[config.mk]
export PLATFORM = sky130hd
export DESIGN_NAME = spectrum_magnitude_calculator_flat
export DESIGN_NICKNAME = d
export VERILOG_FILES = /design/src/rtl/spectrum_magnitude_calculator_if.sv /design/src/rtl/spectrum_magnitude_calculator.sv /design/src/flat_wrapper.sv
export SDC_FILE = /design/constraint.sdc
export NUM_CORES = 1
export LEC_CHECK = 0
export CORE_ASPECT_RATIO = 0.7
export CORE_MARGIN = 3
export CORE_UTILIZATION = 61
export CTS_CLUSTER_DIAMETER = 120
export DETAILED_ROUTE_END_ITERATION = 6
export PLACE_DENSITY = 0.95
export SKIP_LAST_GASP = 1
export SLEW_MARGIN = 20
export SYNTH_ARGS = -nofsm -noshare
export SYNTH_HDL_FRONTEND = slang
export SYNTH_SLANG_ARGS = --single-unit
[constraint.sdc]
create_clock -name clk -period 4.59 [get_ports clk]
set_clock_uncertainty 0.15 [all_clocks]
set_input_delay 1.1475 -clock clk [delete_from_list [all_inputs] [get_ports clk]]
set_output_delay 1.1475 -clock clk [all_outputs]
set_load 0.01 [all_outputs]
[src/rtl/spectrum_magnitude_calculator_if.sv]
// Streaming bus between the FFT core and the magnitude calculator.
//   fft_dout/fft_valid/fft_last : complex bin stream from the FFT ({imag, real})
//   fft_ready                   : calculator can accept bins
//   magnitude/magnitude_addr    : magnitude estimate and its bin index
//   magnitude_valid             : one-cycle pulse per result
// master = bin producer / result consumer, slave = the calculator.
interface spectrum_magnitude_calculator_if #(
  parameter int unsigned ADDR_WIDTH = 13
);
  logic [31:0]           fft_dout;
  logic                  fft_valid;
  logic                  fft_last;
  logic                  fft_ready;
  logic [15:0]           magnitude;
  logic [ADDR_WIDTH-1:0] magnitude_addr;
  logic                  magnitude_valid;

  modport master (
    output fft_dout, fft_valid, fft_last,
    input  fft_ready, magnitude, magnitude_addr, magnitude_valid
  );

  modport slave (
    input  fft_dout, fft_valid, fft_last,
    output fft_ready, magnitude, magnitude_addr, magnitude_valid
  );
endinterface

[src/rtl/spectrum_magnitude_calculator.sv]
// Streaming alpha-max-plus-3/8-beta-min magnitude estimator, 3-stage pipeline.
//   clk, rst_n : clock, asynchronous active-low reset
//   fft_bus    : slave side of spectrum_magnitude_calculator_if
//                (bins in, tagged magnitudes out, fixed 3-clock latency)
module spectrum_magnitude_calculator #(
  parameter int unsigned FFT_POINTS = 8192,
  parameter int unsigned ADDR_WIDTH = 13
) (
  input  logic                           clk,
  input  logic                           rst_n,
  spectrum_magnitude_calculator_if.slave fft_bus
);

  localparam logic [ADDR_WIDTH-1:0] LAST_BIN = ADDR_WIDTH'(FFT_POINTS - 1);

  logic                  ready_q;
  logic                  accept_c;
  logic [ADDR_WIDTH-1:0] cnt_q, cnt_d;

  logic [15:0]           re_c, im_c, re_abs_c, im_abs_c;
  logic                  s1_valid_q;
  logic [ADDR_WIDTH-1:0] s1_addr_q;
  logic [15:0]           s1_re_q, s1_im_q;

  logic [15:0]           max_d, min_d;
  logic                  s2_valid_q;
  logic [ADDR_WIDTH-1:0] s2_addr_q;
  logic [15:0]           s2_max_q, s2_min_q;

  logic [15:0]           mag_d;
  logic                  mag_valid_q;
  logic [ADDR_WIDTH-1:0] mag_addr_q;
  logic [15:0]           mag_q;

  // No backpressure: every valid cycle after reset is an accepted bin.
  assign accept_c = fft_bus.fft_valid & ready_q;

  // Unsigned absolute values; -32768 maps to 32768 since the result is unsigned.
  assign re_c     = fft_bus.fft_dout[15:0];
  assign im_c     = fft_bus.fft_dout[31:16];
  assign re_abs_c = re_c[15] ? 16'(~re_c + 16'd1) : re_c;
  assign im_abs_c = im_c[15] ? 16'(~im_c + 16'd1) : im_c;

  // Bin counter: wraps on fft_last or at the last bin of the frame.
  always_comb begin
    cnt_d = cnt_q;
    if (accept_c) begin
      if (fft_bus.fft_last || (cnt_q == LAST_BIN)) cnt_d = '0;
      else                                        cnt_d = cnt_q + ADDR_WIDTH'(1);
    end
  end

  // Stage 2 compare and stage 3 shift-add (max 45056, fits 16 bits).
  always_comb begin
    max_d = (s1_re_q >= s1_im_q) ? s1_re_q : s1_im_q;
    min_d = (s1_re_q >= s1_im_q) ? s1_im_q : s1_re_q;
    mag_d = s2_max_q + (s2_min_q >> 2) + (s2_min_q >> 3);
  end

  // Pipeline shifts every cycle; output data only updates on a valid result.
  always_ff @(posedge clk or negedge rst_n) begin
    if (!rst_n) begin
      ready_q     <= 1'b0;
      cnt_q       <= '0;
      s1_valid_q  <= 1'b0;
      s1_addr_q   <= '0;
      s1_re_q     <= '0;
      s1_im_q     <= '0;
      s2_valid_q  <= 1'b0;
      s2_addr_q   <= '0;
      s2_max_q    <= '0;
      s2_min_q    <= '0;
      mag_valid_q <= 1'b0;
      mag_addr_q  <= '0;
      mag_q       <= '0;
    end else begin
      ready_q     <= 1'b1;
      cnt_q       <= cnt_d;
      s1_valid_q  <= accept_c;
      s1_addr_q   <= cnt_q;
      s1_re_q     <= re_abs_c;
      s1_im_q     <= im_abs_c;
      s2_valid_q  <= s1_valid_q;
      s2_addr_q   <= s1_addr_q;
      s2_max_q    <= max_d;
      s2_min_q    <= min_d;
      mag_valid_q <= s2_valid_q;
      if (s2_valid_q) begin
        mag_addr_q <= s2_addr_q;
        mag_q      <= mag_d;
      end
    end
  end

  assign fft_bus.fft_ready       = ready_q;
  assign fft_bus.magnitude       = mag_q;
  assign fft_bus.magnitude_addr  = mag_addr_q;
  assign fft_bus.magnitude_valid = mag_valid_q;

endmodule

[src/flat_wrapper.sv]
// flat-port wrapper written by rule: the top's interface ports become plain ports
module spectrum_magnitude_calculator_flat 
#(
  parameter int unsigned FFT_POINTS = 8192,
  parameter int unsigned ADDR_WIDTH = 13
)
  (clk, rst_n, fft_bus_fft_dout, fft_bus_fft_valid, fft_bus_fft_last, fft_bus_fft_ready, fft_bus_magnitude, fft_bus_magnitude_addr, fft_bus_magnitude_valid);
  spectrum_magnitude_calculator_if #(.ADDR_WIDTH(ADDR_WIDTH)) fft_bus_i ();
  input  logic clk;
  input  logic rst_n;
  input wire logic [$bits(fft_bus_i.fft_dout)-1:0] fft_bus_fft_dout;
  input wire logic [$bits(fft_bus_i.fft_valid)-1:0] fft_bus_fft_valid;
  input wire logic [$bits(fft_bus_i.fft_last)-1:0] fft_bus_fft_last;
  output wire logic [$bits(fft_bus_i.fft_ready)-1:0] fft_bus_fft_ready;
  output wire logic [$bits(fft_bus_i.magnitude)-1:0] fft_bus_magnitude;
  output wire logic [$bits(fft_bus_i.magnitude_addr)-1:0] fft_bus_magnitude_addr;
  output wire logic [$bits(fft_bus_i.magnitude_valid)-1:0] fft_bus_magnitude_valid;
  assign fft_bus_i.fft_dout = fft_bus_fft_dout;
  assign fft_bus_i.fft_valid = fft_bus_fft_valid;
  assign fft_bus_i.fft_last = fft_bus_fft_last;
  assign fft_bus_fft_ready = fft_bus_i.fft_ready;
  assign fft_bus_magnitude = fft_bus_i.magnitude;
  assign fft_bus_magnitude_addr = fft_bus_i.magnitude_addr;
  assign fft_bus_magnitude_valid = fft_bus_i.magnitude_valid;
  spectrum_magnitude_calculator #(.FFT_POINTS(FFT_POINTS), .ADDR_WIDTH(ADDR_WIDTH)) u_core (.clk(clk), .rst_n(rst_n), .fft_bus(fft_bus_i));
endmodule
* After elaboration in Yosys (flattened, before gate mapping)
Index checks and enable logic that the tools add are counted.
** Storage, ports and cells
- Bits in registers :: 136
- Bits in latches :: 0
- RAM bits :: 0
- Memory bits (read-only) :: 0
- Input bits :: 36
- Output and inout port bits :: 31
- Word-level logic and storage cells :: 29
- Memories :: 0
** Cells by class
- Add/subtract/negate cells :: 5
- Multipliers :: 0
- Div/mod/pow operators :: 0
- $lt $le $gt $ge :: 1
- Equal/unequal tests :: 1
- Shift-type cells :: 0
- Muxes and demuxes :: 5
- Bitwise gates (word level) :: 3
- Reductions and logical operators :: 1
** Operator list (number)
- $mux 16 :: 4
- $add 16x1->16 const B :: 2
- $not 16->16 :: 2
- $add 16x13->16 :: 1
- $add 16x14->16 :: 1
- $ge 16x16->1 :: 1
- $add 13x1->13 const B :: 1
- $eq 13x13->1 const B :: 1
- $mux 13 :: 1
- $and 1x1->1 :: 1
- $logic_or 1x1->1 :: 1

* Logic depth before layout (Yosys ltp)
Gate-level depths: netlist of the first run.
- Depth after elaboration :: 3
- Gate-level depth with buffers :: 10

* Least setup slack after synthesis of the first run
OpenSTA, ideal clock, no wires.
- Kind :: reg-to-reg
- From :: register u_core.s2_min_q[4]
- To :: register u_core.mag_q[9], in the netlist u_core.fft_bus.magnitude[9]
- Library setup time :: 125 ps
- Data arrival time :: 2383 ps
- Slack :: 1932 ps
- Stages on the path, launching flop included :: 9
- Clock period less this slack :: 2658 ps
- Cell sequence :: dfrtp_1 > fa_1 > ha_1 > fa_1 > a21oi_1 > o211ai_1 > a31oi_1 > xnor2_1 > mux2_2
** On the way
- Longest elaborated chain between the ends :: 2
** RTL lines
- start, declared :: RTL line spectrum_magnitude_calculator.sv:28 : logic [15:0] s2_max_q, s2_min_q;
- start signal, assigned :: RTL line spectrum_magnitude_calculator.sv:86 : s2_min_q <= min_d;
- $add 16x14->16 :: RTL line spectrum_magnitude_calculator.sv:57 : mag_d = s2_max_q + (s2_min_q >> 2) + (s2_min_q >> 3);
- $add 16x13->16 (*) :: RTL line spectrum_magnitude_calculator.sv:57
- end signal, assigned :: RTL line spectrum_magnitude_calculator.sv:90 : mag_q <= mag_d;
- end, declared :: RTL line spectrum_magnitude_calculator.sv:33 : logic [15:0] mag_q;
Mark *: on every way between the ends. The rest lies on a longest branch, timed or not.
A chain may end at the register's enable or synchronous reset.

* Worst setup path in the final report of the first run
Ends and elaborated chain as after synthesis.

==> results of run 1 <==
-- stage by stage --
stage	cell area (um2)	worst slack (ps)
after floorplan	6490	1930
after global placement	7280	1450
after detailed placement	7280	1360
after CTS	7920	1660
after global routing	7920	1530
final	7920	1600
-- cells in the mapped netlist (12+ instances only) --
| cell type | n | area, um2 |
|---|---|---|
| xor2_1 | 12 | 105 |
| inv_1 | 37 | 139 |
| nand3_1 | 12 | 60.1 |
| ha_1 | 34 | 425 |
| dfrtp_1 | 134 | 3350 |
| nand2_1 | 35 | 131 |
| a21oi_1 | 21 | 105 |
| nor2_1 | 26 | 97.6 |
| fa_1 | 14 | 280 |
| mux2_4 | 30 | 450 |
| xnor2_1 | 31 | 272 |
| o21ai_0 | 16 | 80.1 |
| mux2_2 | 21 | 236 |
-- cell type report --
class                           instances  share of cell area [%]
Clock buffer                           22                    5.99
Clock inverter                         10                    2.13
Inverter                               38                    1.80
Multi-Input combinational cell        338                    36.9
Sequential cell                       134                    42.3
Tap cell                              128                    2.02
Timing Repair Buffer                   71                    8.78
-- where the power goes --
part | internal (W) | switching, W
Sequential | 0.00136 | 0.000132
Combinational | 0.000801 | 0.000903
Clock | 0.000956 | 0.000522
-- routing by layer --
metal	GRT usage, %	share of wire (%)	vias up
met3	6.80	6.8	41
met4	8.39	2.0	0
met2	43.1	48	237
met1	36.7	43	2212
met5	0	0	-
li1	-	-	1983
-- worst reg2reg max path: cells and delay by family, from the launching register on --
kind                     cells  cell delay [ps]
adder cells (fa/ha/maj)      3             1120
flip-flops                   1              420
XOR/XNOR                     1              100
AO/OA/AOI/OAI                3              810
multiplexers                 1              260
-- path summary, 6_finish.rpt --
| kind | start | to | slack [ps] | cells past startpoint |
|---|---|---|---|---|
| worst max-delay path | u_core.s2_min_q[4] | u_core.fft_bus.magnitude[9] | 1600 | 8 |
| worst min-delay path | u_core.s1_addr_q[8] | u_core.s2_addr_q[8] | 200 | 0 |
| worst max register to register | u_core.s2_min_q[4] | u_core.fft_bus.magnitude[9] | 1600 | 8 |
| worst min register to register | u_core.s1_addr_q[8] | u_core.s2_addr_q[8] | 200 | 0 |
| max in group asynchronous | rst_n | u_core.s1_re_q[5] | 2770 | 2 |
| min in group asynchronous | rst_n | u_core.fft_bus.magnitude_addr[6] | 640 | 1 |
-- cells by family (layout without fill, tap and decap cells) --
family / Yosys count / in the layout / synth area share (%)
compound gates: 82 / 82 / 9.20
xor+xnor: 43 / 43 / 5.80
fa+ha+maj: 48 / 48 / 10.9
buf+inv: 50 / 141 / 3.24
flops: 134 / 134 / 51.7
mux: 52 / 52 / 10.7
other cells: 1 / 1 / 0.0578
simple gates: 112 / 112 / 8.41
-- state kept, by name, summed over array words and instances (netlist names) --
name,cells
u_core.fft_bus.fft_ready,1
u_core.cnt_q,13
u_core.s1_valid_q,1
u_core.fft_bus.magnitude_valid,1
u_core.fft_bus.magnitude_addr,13
u_core.s1_im_q,16
u_core.s2_min_q,14
u_core.s1_addr_q,13
u_core.s2_max_q,16
u_core.s2_addr_q,13
u_core.fft_bus.magnitude,16
u_core.s1_re_q,16
u_core.s2_valid_q,1
==> impl_metrics.json, run 1 <==
{
  "fin_crit_sh_pct": 65.1,
  "ant_nets": 0,
  "antenna_found_initial": 0,
  "cts_tree": "done",
  "drv_slew": 0,
  "cts_buffer_depth": 2,
  "worstPathMaxFanout": 5,
  "grt_overflow": 0,
  "die_y_um": 92.3,
  "hold_ws_ps": 200,
  "crit_path_end_kind": "flop",
  "wl_per_cell_um": 20.2,
  "syn_inst": 522,
  "nFillCells": 550,
  "layout.cells.non_filler": 741,
  "dr.pass1.iters": 5,
  "cts_setup_buffers": 0,
  "seq_area_mm2": 0.00335,
  "final.min_clock_period_ps": 2990,
  "antenna_cells": 0,
  "critPathRequiredTime_ps": 4740,
  "finalWirelength_mm": 15.0,
  "synth-seq-cells": 134,
  "syn2layout_area_growth_pct": 22.1,
  "cp_slowest_cell": "fa_1",
  "clock_latency_ps": 420,
  "post-route-util_pct": 79.0,
  "yosysSeqAreaShare_pct": 51.7,
  "synth_edf_count": 0,
  "final_cell_mix": "dfrtp_1 (134), clkdlybuf4s50_1 (65), inv_1 (37)",
  "cp_num_buf_inv": 0,
  "final_common_cell": "dfrtp_1",
  "cts_num_sinks": 134,
  "worstPathArrival_ps": 3140,
  "ys_types": 52,
  "core-area_mm2": 0.0100,
  "min_path_type": "reg2reg",
  "max_clock_freq_ghz": 0.335,
  "grt_usage_pct": 27.0,
  "drive_above_1_share_pct": 15.7,
  "avgSynthCellArea_um2": 12.4,
  "ys.flop_type": "dfrtp_1",
  "synth_warnings": 0,
  "finalSetupViolCount": 0,
  "fp-row-count": 30,
  "cp_cell_sequence": "fa_1, ha_1, fa_1, a21oi_1, o211ai_1, a31oi_1, xnor2_1, mux2_2",
  "start_kind": "flop",
  "async_flop_share_pct": 100,
  "dr_total_vias": 4473,
  "cts-resized-gates": 0,
  "drt-initial-drc-count": 418,
  "post-dp-hpwl_mm": 10.2,
  "cts_made_buffers": 17,
  "htreeDepth": 4,
  "postCtsHoldBufs": 0,
  "dp.cells": 709,
  "crit_top_cell": "fa_1",
  "synthesis.area_mm2": 0.00649,
  "max_stage_delay_ps": 470,
  "tightest_slew_ps": 799,
  "maxCapViolations": 0,
  "power_w": 0.00468,
  "finalNetCount": 684,
  "finalHoldViolations": 0,
  "powerDensity_mw_per_mm2": 590,
  "grt_pass1_wl_mm": 24.6,
  "die_w_um": 129,
  "slew_headroom_pct": 46.5,
  "drcViolationCount": 0,
  "tns_ps": 0,
  "multi_input_area_mm2": 0.00293,
  "io-pin-count": 67,
  "leakagePower_nw": 3.66,
  "dieArea_mm2": 0.0119,
  "start_util_pct": 64.7,
  "syn-num-nets": 606,
  "grt_pass1_vias": 4611,
  "portBuffers": 66,
  "via_per_inst": 6.04,
  "critPathKind": "reg2reg",
  "peakVddDrop_uv": 322,
  "cpLargestDelayFamily": "adder cells",
  "clkTransAtPathRegs_ps": 60,
  "rsz0062_at_grt": "false",
  "finalWeightedCongestion": 0.899,
  "grt_max_degree": 61,
  "clockRootBuffer": "clkbuf_16",
  "status": "completed"
}
Power figures use the tool's default switching activity.
==> run 2, diff against run 1 <==
--- a/config.mk
+++ b/config.mk
@@ -7,10 +7,10 @@
 export LEC_CHECK = 0
 export CORE_ASPECT_RATIO = 0.7
 export CORE_MARGIN = 3
-export CORE_UTILIZATION = 61
+export CORE_UTILIZATION = 57
 export CTS_CLUSTER_DIAMETER = 120
 export DETAILED_ROUTE_END_ITERATION = 6
-export PLACE_DENSITY = 0.95
+export PLACE_DENSITY = 0.91
 export SKIP_LAST_GASP = 1
 export SLEW_MARGIN = 20
 export SYNTH_ARGS = -nofsm -noshare
==> constraint.sdc (replaced) <==
create_clock -name clk -period 2.8 [get_ports clk]
set_clock_uncertainty 0.15 [all_clocks]
set_input_delay 0.7 -clock clk [delete_from_list [all_inputs] [get_ports clk]]
set_output_delay 0.7 -clock clk [all_outputs]
set_load 0.01 [all_outputs]
==> run 2 against run 1 <==
Total power rose by 73%. Combinational power rose by 86%. Critical path depth did not move. Cell count rose by 4.7%. Sequential power rose by 65%. Clock power rose by 66%. Worst setup slack got worse by 1600 ps. Critical path type unchanged. Largest power group unchanged. Highest routed layer unchanged.
==> impl_metrics.json, run 2 (same netlist as run 1, synthesis figures left out) <==
{
  "drive_above_1_share_pct": 18.9,
  "stdcell_area_mm2": 0.00814,
  "powerDensity_mw_per_mm2": 992,
  "fp-row-count": 31,
  "max_clock_freq_ghz": 0.363,
  "dr_total_vias": 4468,
  "finalNetCount": 699,
  "start_util_pct": 60.6,
  "min_path_type": "in2async",
  "ant_nets": 0,
  "post-route-util_pct": 76.1,
  "post-dp-hpwl_mm": 10.2,
  "layout.cells.non_filler": 776,
  "grt_usage_pct": 25.1,
  "antenna_found_initial": 0,
  "finalHoldViolations": 0,
  "maxCapViolations": 0,
  "clock_latency_ps": 420,
  "worstPathMaxFanout": 5,
  "grt_util_met2_pct": 43.8,
  "clockRootBuffer": "clkbuf_16",
  "critPathRequiredTime_ps": 2950,
  "wl_per_cell_um": 19.4,
  "peakVddDrop_uv": 586,
  "grtUsageMet1_pct": 32.0,
  "grt_overflow": 0,
  "busiest_layer": "met2",
  "core-area_mm2": 0.0107,
  "portBuffers": 66,
  "die_w_um": 134,
  "leakagePower_nw": 3.76,
  "dieArea_mm2": 0.0127,
  "die_y_um": 95.3,
  "antenna_cells": 0,
  "cts_made_buffers": 17,
  "cts_num_sinks": 134,
  "crit_path_end_kind": "flop",
  "critPathKind": "reg2reg",
  "grt_use_met3_pct": 4.48,
  "htreeDepth": 4,
  "drt-initial-drc-count": 350,
  "clkTransAtPathRegs_ps": 60,
  "worstPathArrival_ps": 2900,
  "hold_ws_ps": 24.4,
  "tightest_slew_ps": 617,
  "final_common_cell": "dfrtp_1",
  "slew_headroom_pct": 58.6,
  "fin_crit_sh_pct": 98.4,
  "dr.pass1.iters": 5,
  "place_area_mm2": 0.00742,
  "via_per_inst": 5.76,
  "grt_pass1_wl_mm": 24.3,
  "final.min_clock_period_ps": 2750,
  "tns_ps": 0,
  "grt_pass1_vias": 4662,
  "finalSetupViolCount": 0,
  "syn2layout_area_growth_pct": 25.5,
  "final_cell_mix": "dfrtp_1 (134), clkdlybuf4s50_1 (65), inv_1 (37)",
  "io-pin-count": 67,
  "dp.cells": 741,
  "postCtsHoldBufs": 0,
  "grt_max_degree": 61,
  "status": "completed",
  "finalWirelength_mm": 15.0,
  "rsz0062_at_grt": "true",
  "drcViolationCount": 0,
  "cts_buffer_depth": 2,
  "cts_tree": "done",
  "drv_slew": 0,
  "start_kind": "flop",
  "finalWeightedCongestion": 0.917
}
## run 2: worst paths after layout
check                                     from                           endpoint  slack [ps]  depth (start not counted)
hold / removal                           rst_n  u_core.fft_bus.magnitude_addr[12]          20                          1
hold reg to reg            u_core.s1_addr_q[6]                u_core.s2_addr_q[6]         200                          0
setup / recovery            u_core.s2_min_q[6]       u_core.fft_bus.magnitude[10]          50                          8
max in group asynchronous                rst_n                u_core.s2_max_q[14]        1800                          2
min in group clk           u_core.s1_addr_q[6]                u_core.s2_addr_q[6]         200                          0
setup reg to reg            u_core.s2_min_q[6]       u_core.fft_bus.magnitude[10]          50                          8
## run 2: stage by stage
step	setup slack [ps]	power [W]
after CTS	30.0	0.00788
after floorplan	142	0.00432
final	45.8	0.00807
after global routing	-6.84	0.00847
after global placement	96.7	0.00514
after detailed placement	-24.6	0.00528
## run 2: power by group
group          switching (W)  internal, W
Sequential          0.000223      0.00223
Clock               0.000827      0.00163
Combinational        0.00164      0.00152
Total                0.00269      0.00538
## run 2: timing repair
action                                  in CTS  in global routing
gates resized for setup                      1                  9
buffers inserted                             2                  1
pin swaps                                    1                  3
endpoints found under the setup margin       2                  7
gates cloned                                 0                  0
## run 2: area by class of cell
| cell class | count | area [um2] |
|---|---|---|
| multi-input combinational | 338 | 2970 |
| clock buffer | 20 | 457 |
| inverter | 38 | 143 |
| clock inverter | 12 | 199 |
| tap | 148 | 185 |
| timing repair buffer | 86 | 833 |
| fill | 619 | 2560 |
| sequential | 134 | 3350 |
## run 2: worst max-delay path, cell delays in order, from the launching register on
cell,delay (ps)
dfrtp_1,430
fa_1,510
ha_1,400
nand3_1,130
o211ai_1,280
buf_4,190
a41oi_2,130
xnor2_1,160
mux2_2,270
## run 2: per-layer routing
layer,wire length (um),vias to the layer above
li1,-,2009
met5,0,-
met2,7500,190
met4,302,0
met1,6530,2238
met3,719,31
==> run 3, diff against run 2 <==
==> constraint.sdc (replaced) <==
create_clock -name clk -period 2.8 [get_ports clk]
set_clock_uncertainty 0.15 [all_clocks]
set_input_delay 0.7 -clock clk [delete_from_list [all_inputs] [get_ports clk]]
set_output_delay 0.7 -clock clk [all_outputs]
set_load 0.05 [all_outputs]
==> results of run 3 <==
The final DEF is identical to that of run 2. Status: completed.
Among the figures that moved: total power 0.00807 W -> 0.00846 W; worst IR drop on VDD 586 uV -> 652 uV
